===== src/rtl/led_pkg.sv =====
// Shared definitions for the LED PWM generators and the PWM meter.
// Holds FSM state encodings and default counter width.
package led_pkg;

   localparam int CNT_W_DEF = 16;

   localparam logic [0:0] ST_IDLE    = 1'b0;
   localparam logic [0:0] ST_MEASURE = 1'b1;

endpackage


===== src/rtl/sync_edge.sv =====
// Input synchroniser chain with rising-edge detection.
// s_cur is the synchronised level, rise pulses on its 0->1 change.
module sync_edge #(
   parameter int STAGES = 2
) (
   input  logic clk,
   input  logic reset,
   input  logic din,
   output logic s_cur,
   output logic rise
);

   logic [STAGES-1:0] sync_q;
   logic              s_prev;

   always_ff @(posedge clk or negedge reset) begin
      if (!reset) begin
         sync_q <= '0;
         s_prev <= 1'b0;
      end else begin
         sync_q <= {sync_q[STAGES-2:0], din};
         s_prev <= sync_q[STAGES-1];
      end
   end

   assign s_cur = sync_q[STAGES-1];
   assign rise  = s_cur & ~s_prev;

endmodule


===== src/rtl/pwm_meter.sv =====
// PWM period / high-time meter with stuck-input timeout.
// Reports once per input period; first edge after idle only arms.
module pwm_meter
   import led_pkg::*;
#(
   parameter int CNT_W       = CNT_W_DEF,
   parameter int SYNC_STAGES = 2
) (
   input  logic             clk,
   input  logic             reset,
   input  logic             pwm_in,
   output logic [CNT_W-1:0] period,
   output logic [CNT_W-1:0] high_time,
   output logic             valid,
   output logic             timeout,
   output logic             level
);

   localparam logic [CNT_W-1:0] CNT_MAX = '1;
   localparam logic [CNT_W-1:0] CNT_ONE = CNT_W'(1);

   logic             s_cur;
   logic             rise;
   logic [0:0]       state;
   logic [CNT_W-1:0] cnt;
   logic [CNT_W-1:0] hcnt;

   sync_edge #(
      .STAGES (SYNC_STAGES)
   ) u_sync (
      .clk   (clk),
      .reset (reset),
      .din   (pwm_in),
      .s_cur (s_cur),
      .rise  (rise)
   );

   assign level = s_cur;

   always_ff @(posedge clk or negedge reset) begin
      if (!reset) begin
         state     <= ST_IDLE;
         cnt       <= '0;
         hcnt      <= '0;
         period    <= '0;
         high_time <= '0;
         valid     <= 1'b0;
         timeout   <= 1'b0;
      end else begin
         valid <= 1'b0;
         unique case (state)
            ST_IDLE: begin
               if (rise) begin
                  cnt   <= CNT_ONE;
                  hcnt  <= CNT_ONE;
                  state <= ST_MEASURE;
               end else begin
                  cnt  <= '0;
                  hcnt <= '0;
               end
            end
            ST_MEASURE: begin
               if (rise) begin
                  period    <= cnt;
                  high_time <= hcnt;
                  valid     <= 1'b1;
                  timeout   <= 1'b0;
                  cnt       <= CNT_ONE;
                  hcnt      <= CNT_ONE;
               end else if (cnt == CNT_MAX) begin
                  // Period too long to count: drop it and wait for a fresh edge
                  timeout <= 1'b1;
                  cnt     <= '0;
                  hcnt    <= '0;
                  state   <= ST_IDLE;
               end else begin
                  cnt  <= cnt + CNT_ONE;
                  hcnt <= hcnt + CNT_W'(s_cur);
               end
            end
            default: state <= ST_IDLE;
         endcase
      end
   end

endmodule


===== config.mk =====
export PLATFORM = sky130hd
export DESIGN_NAME = pwm_meter
export DESIGN_NICKNAME = d
export VERILOG_FILES = /design/src/rtl/led_pkg.sv /design/src/rtl/sync_edge.sv /design/src/rtl/pwm_meter.sv
export SDC_FILE = /design/constraint.sdc
export NUM_CORES = 1
export LEC_CHECK = 0
export ABC_AREA = 1
export CAP_MARGIN = 20
export CORE_MARGIN = 2
export CORE_UTILIZATION = 55
export DETAILED_ROUTE_END_ITERATION = 8
export GPL_TIMING_DRIVEN = 0
export HOLD_SLACK_MARGIN = 0.03
export PLACE_DENSITY = 0.86
export SYNTH_ARGS = -nofsm -noshare
export SYNTH_HDL_FRONTEND = slang
export SYNTH_SLANG_ARGS = --single-unit

===== constraint.sdc =====
create_clock -name clk -period 1.7 [get_ports clk]
set_input_delay 0.425 -clock clk [delete_from_list [all_inputs] [get_ports clk]]
set_output_delay 0.425 -clock clk [all_outputs]
set_load 0.02 [all_outputs]

# Yosys cells after proc, flatten, opt, wreduce, memory -nomap -nowiden
# Cells that the tools add are included.
# totals
reg_bits	70
inputBits	3
# classes
add_sub_neg	2
eq_ne	1
mux	14
bitwise_logic	3
reduce_logical	3
# ops
operator	n
$mux W16	4
$pmux W16 S2	2
$add A16 B1 Y16	1
$add A16 B1 Y16 const B	1
$eq A16 B16 Y1 const B	1
$mux W1	7
$reduce_and A2 Y1	2
$not A1 Y1	2
$pmux W1 S2	1
$reduce_bool A2 Y1	1
$and A1 B1 Y1	1

# Longest topological paths before layout
# depth
word_depth	4
depth_mapped	8
depth_no_buf	8

# By module
# From an unflattened synthesis, not the netlist that was laid out.
# unflattened
hier_cells	369
area_unflattened_um2	3093.0
# modules_own_cells
module	instances	cells_each	area_each_um2	seq_area_each_um2
pwm_meter	1	364	3007.9	1676.6
sync_edge	1	5	85.1	75.1

# Worst setup path after synthesis
# Ideal clock, no wire load.
# synth_path
path_type	reg2reg
startpoint	register u_sync.sync_q[1]
endpoint	register hcnt[14]
setup_time_ns	0.071
t_arrival_ns	1.342
required_time_ns	1.629
slack_ns	0.287
stages_incl_launch_ff	8
n_path_buf	0
path_cell_list	dfrtp_1 > ha_1 > nand2_1 > nor2_4 > nand3_1 > o21ai_0 > nand2_1 > nor2_1
# synth_via
elab_chain_len	4
word_cells_on_any_way	5
cone_classes	1 x add/sub; 3 x mux; 1 x bitwise
# synth_lines
item	line_no	rtl
start: declaration	sync_edge.sv:13	logic [STAGES-1:0] sync_q;
start signal: assignment	sync_edge.sv:21	sync_q <= {sync_q[STAGES-2:0], din};
$add A16 B1 Y16	pwm_meter.sv:78	hcnt <= hcnt + CNT_W'(s_cur);
$mux W16	pwm_meter.sv:70	end else if (cnt == CNT_MAX) begin
$mux W16 (*)	pwm_meter.sv:63	if (rise) begin
$pmux W16 S2 (*)	pwm_meter.sv:51	unique case (state)
end signal: assignment	pwm_meter.sv:78	
end: declaration	pwm_meter.sv:26	logic [CNT_W-1:0] hcnt;
# Every way passes the cells marked *; elsewhere a longest branch is shown, timed or not.
# A chain may end at the register's enable or synchronous reset.

# Worst setup path after layout
# layout_path
startpoint	register cnt[0]
endpoint	register cnt[12]
# layout_via
elab_chain_len	4
word_cells_on_any_way	5
cone_classes	1 x add/sub; 1 x eq/ne; 3 x mux
# layout_lines
item	line_no	rtl
start: declaration	pwm_meter.sv:25	logic [CNT_W-1:0] cnt;
start signal: assignment	pwm_meter.sv:77	cnt <= cnt + CNT_ONE;
$add A16 B1 Y16 / $eq A16 B16 Y1 (equally long branches)	pwm_meter.sv:77, pwm_meter.sv:70	
$mux W16 (*)	pwm_meter.sv:70	
$mux W16 (*)	pwm_meter.sv:63	
$pmux W16 S2 (*)	pwm_meter.sv:51	
# Marks and branches as above.

==> reports/results.ini <==
[synthesis]
post_synth_xor_area_fraction=0.04168
yosysSeqAreaShare=0.5558
synth-adder-area-share=0.01191
yosys_warnings=0
synthesis.area_mm2=0.003152
syn_inst=358
combinational_family_with_the_most_area_after_synthesis=simple AND/OR/NAND/NOR gates
synth_area_leaders=sky130_fd_sc_hd__dfrtp_1 (56%), sky130_fd_sc_hd__nand2_1 (14%), sky130_fd_sc_hd__nor2_1 (6.6%), sky130_fd_sc_hd__xor2_1 (3.6%), sky130_fd_sc_hd__inv_1 (3.3%)
compound_gate_fraction_of_synth_area=0.07304
synthDistinctLibCells=23
netlist.top_cell.by_area=sky130_fd_sc_hd__dfrtp_1
synth_area_per_cell_um2=8.804
synthesis.nets=364
yosys.area.top_type_share=0.5558
count_of_state_elements_after_synthesis=70
synth_simple_gate_area_frac=0.2565
yosys-mux-area-fraction=0

[worst_setup_path]
timing.reg2reg.worst_path_depth=8
crit_required_ns=1.97
reg2reg_setup_slack_ns=0.09
worst_ep_arrival_time_ns=1.88
critPathKind=register to register
crit_path_start_kind=register
critical_path.max_fanout=5
worst_r2r_startpoint=cnt[0]
regToRegEndpoint=cnt[12]
setup_crit_end_kind=register

[detailed_routing]
post_drt_via_cell_ratio=5.159
detailed_route_via_count=2502
detail_route.drc_violations=0
detail_route.first_pass.iterations=5
postRouteAntennaNets=0
wirelength_um=6729
wire_per_inst_um=13.87
drtIter0Drc=247

[floorplan]
design.die.area_mm2=0.006352
rows=27
core_region_area_mm2=0.005507
die_h_um=79.70
floorplan.initialDensity=0.5724
io_pins=38
die_width_um=79.70

[placed_design]
preCtsSetupSlack_ns=-0.05039
gpl.final_weighted_congestion=0.9122
port-buffer-count=37
detailed_place_hpwl_um=4620

[sta]
max_freq_mhz=621.8
finalSetupViolations=0
finalClockSkew_ns=0.008982
post-route-worst-setup-slack_ns=0.09170
timing.final.crit_share=0.9461
fin_hold_ws_ns=0.1618
drv_slew=0
fin_setup_tns_ns=0
hold_viol_final=0
min_period_ns=1.608
max_slew.worst_pin.slew_ns=0.8625
relative_slew_margins=0.4250

[cts]
cts_hold_buffers=0
clock_h_tree_levels=3
clockRootBuffer=sky130_fd_sc_hd__clkbuf_8
cts-root-to-sink-buffers=2
tritoncts=done
clk_pin_slew_worst_paths_ns=0.07
clock_latency_ns=0.35
clock-sinks=70
cts_buffers=9

[final_layout]
antenna_cells_inserted=0
nFillCells=423
drive_above_1_share=0.1162
areaGrowthSynthToFinish_pct=20.01
multiInputGateArea_mm2=0.001215
final-seq-area_mm2=0.001752
final_nets=415

[grt]
globalRouteOverflowTotal=0
grt_usage=0.2366
grt_antenna_before_repair=0
grt_max_degree=71
grt_pass1_wl_um=11330
via_count_of_the_first_global_routing_pass=2421

[hold_path]
worst_hold_path_type=input port to asynchronous set/reset pin

[pwr]
peakVddDrop_mv=0.8486
power.leakage_nw=1.915
power_per_cell_area_mw_per_mm2=986.9

[run_status]
run_status=completed

[flow_run]
max-cap-violations=0

-- per-layer routing --
layer  track usage  wire [um]  vias up
met5             0          0        -
met4       0.09310        198        0
met3       0.05090        339       15
met2        0.3857       3299       92
met1        0.3093       2892     1175
li1              -          -     1220
-- worst max-delay path by stage --
stage	slack (ns)	end	from
2_1_floorplan	0.29	hcnt[14]	u_sync.sync_q[1]
3_3_place_gp	-2.02	period[11]	reset
3_5_place_dp	-0.05	cnt[12]	cnt[0]
4_1_cts	0.02	valid	valid
5_1_grt	-0.02	period[2]	u_sync.sync_q[1]
6_report	0.09	cnt[12]	cnt[0]
-- cells in the final DEF (no fill, tap or decap), types with 10 or more instances in the layout --
| cell type | count |
|---|---|
| sky130_fd_sc_hd__nand2_1 | 116 |
| sky130_fd_sc_hd__o21ai_2 | 12 |
| sky130_fd_sc_hd__xor2_1 | 13 |
| sky130_fd_sc_hd__inv_1 | 28 |
| sky130_fd_sc_hd__o21ai_0 | 18 |
| sky130_fd_sc_hd__dfrtp_1 | 70 |
| sky130_fd_sc_hd__nand3_1 | 13 |
| sky130_fd_sc_hd__nor2_1 | 53 |
| sky130_fd_sc_hd__dlygate4sd2_1 | 34 |
| sky130_fd_sc_hd__clkbuf_8 | 10 |
-- repair_timing --
item	4_1_cts	5_1_grt
setup endpoints to repair	39	48
gates resized for setup	35	3
pin swaps	0	1
buffers inserted	0	3
-- worst max-delay path, cell delays in order (launching register included) --
cell,delay (ns)
sky130_fd_sc_hd__dfrtp_1,0.42
sky130_fd_sc_hd__ha_1,0.25
sky130_fd_sc_hd__nand2_2,0.15
sky130_fd_sc_hd__nor2_2,0.07
sky130_fd_sc_hd__nand2_1,0.12
sky130_fd_sc_hd__nor2_2,0.07
sky130_fd_sc_hd__nor2_2,0.20
sky130_fd_sc_hd__o21ai_0,0.12
sky130_fd_sc_hd__nor2_1,0.12
-- stage by stage --
step	instances	util	total power [W]	instance area (um^2)
after global placement	467	0.6560	0.002488	3612
after CTS	482	0.6814	0.003736	3752
after detailed placement	467	0.6555	0.002516	3610
final	485	0.6869	0.003733	3782
after global routing	485	0.6869	0.003924	3782
after floorplan	358	-	0.002265	3152
-- cells in the mapped netlist (all sizes together) --
cell and instances:
nand2 118, dfrtp 70, nor2 59, o21ai 36
inv 30, nand3 15, xor2 13, buf 8
ha 3, nand4 2, xnor2 2, a21oi 1
nor3 1
-- logic make-up after synthesis --
| kind of cell | count (synthesis) |
|---|---|
| flops | 70 |
| compound gates | 37 |
| simple gates | 195 |
| buf+inv | 38 |
| fa+ha+maj | 3 |
| xor+xnor | 15 |
-- sequential cells by signal, indices dropped and copies added, names as in the netlist --
signal         count
period            16
u_sync.s_prev      1
timeout            1
valid              1
cnt               16
state              1
high_time         16
u_sync.sync_q      2
hcnt              16
-- report_power, final --
part	internal (W)	switching [W]	total, W
clock network	0.000713	0.000569	0.00128
registers	0.00180	0.000115	0.00192
logic	0.000205	0.000328	0.000533
total	0.00272	0.00101	0.00373
-- cell type report --
cell class                      instances  area share
Buffer                                  8     0.02117
Clock buffer                           14     0.04036
Clock inverter                          1    0.007939
Inverter                               30     0.02977
Multi-Input combinational cell        250      0.3212
Sequential cell                        70      0.4631
Tap cell                               72     0.02382
Timing Repair Buffer                   40     0.09262
Power figures use the tool's default switching activity.
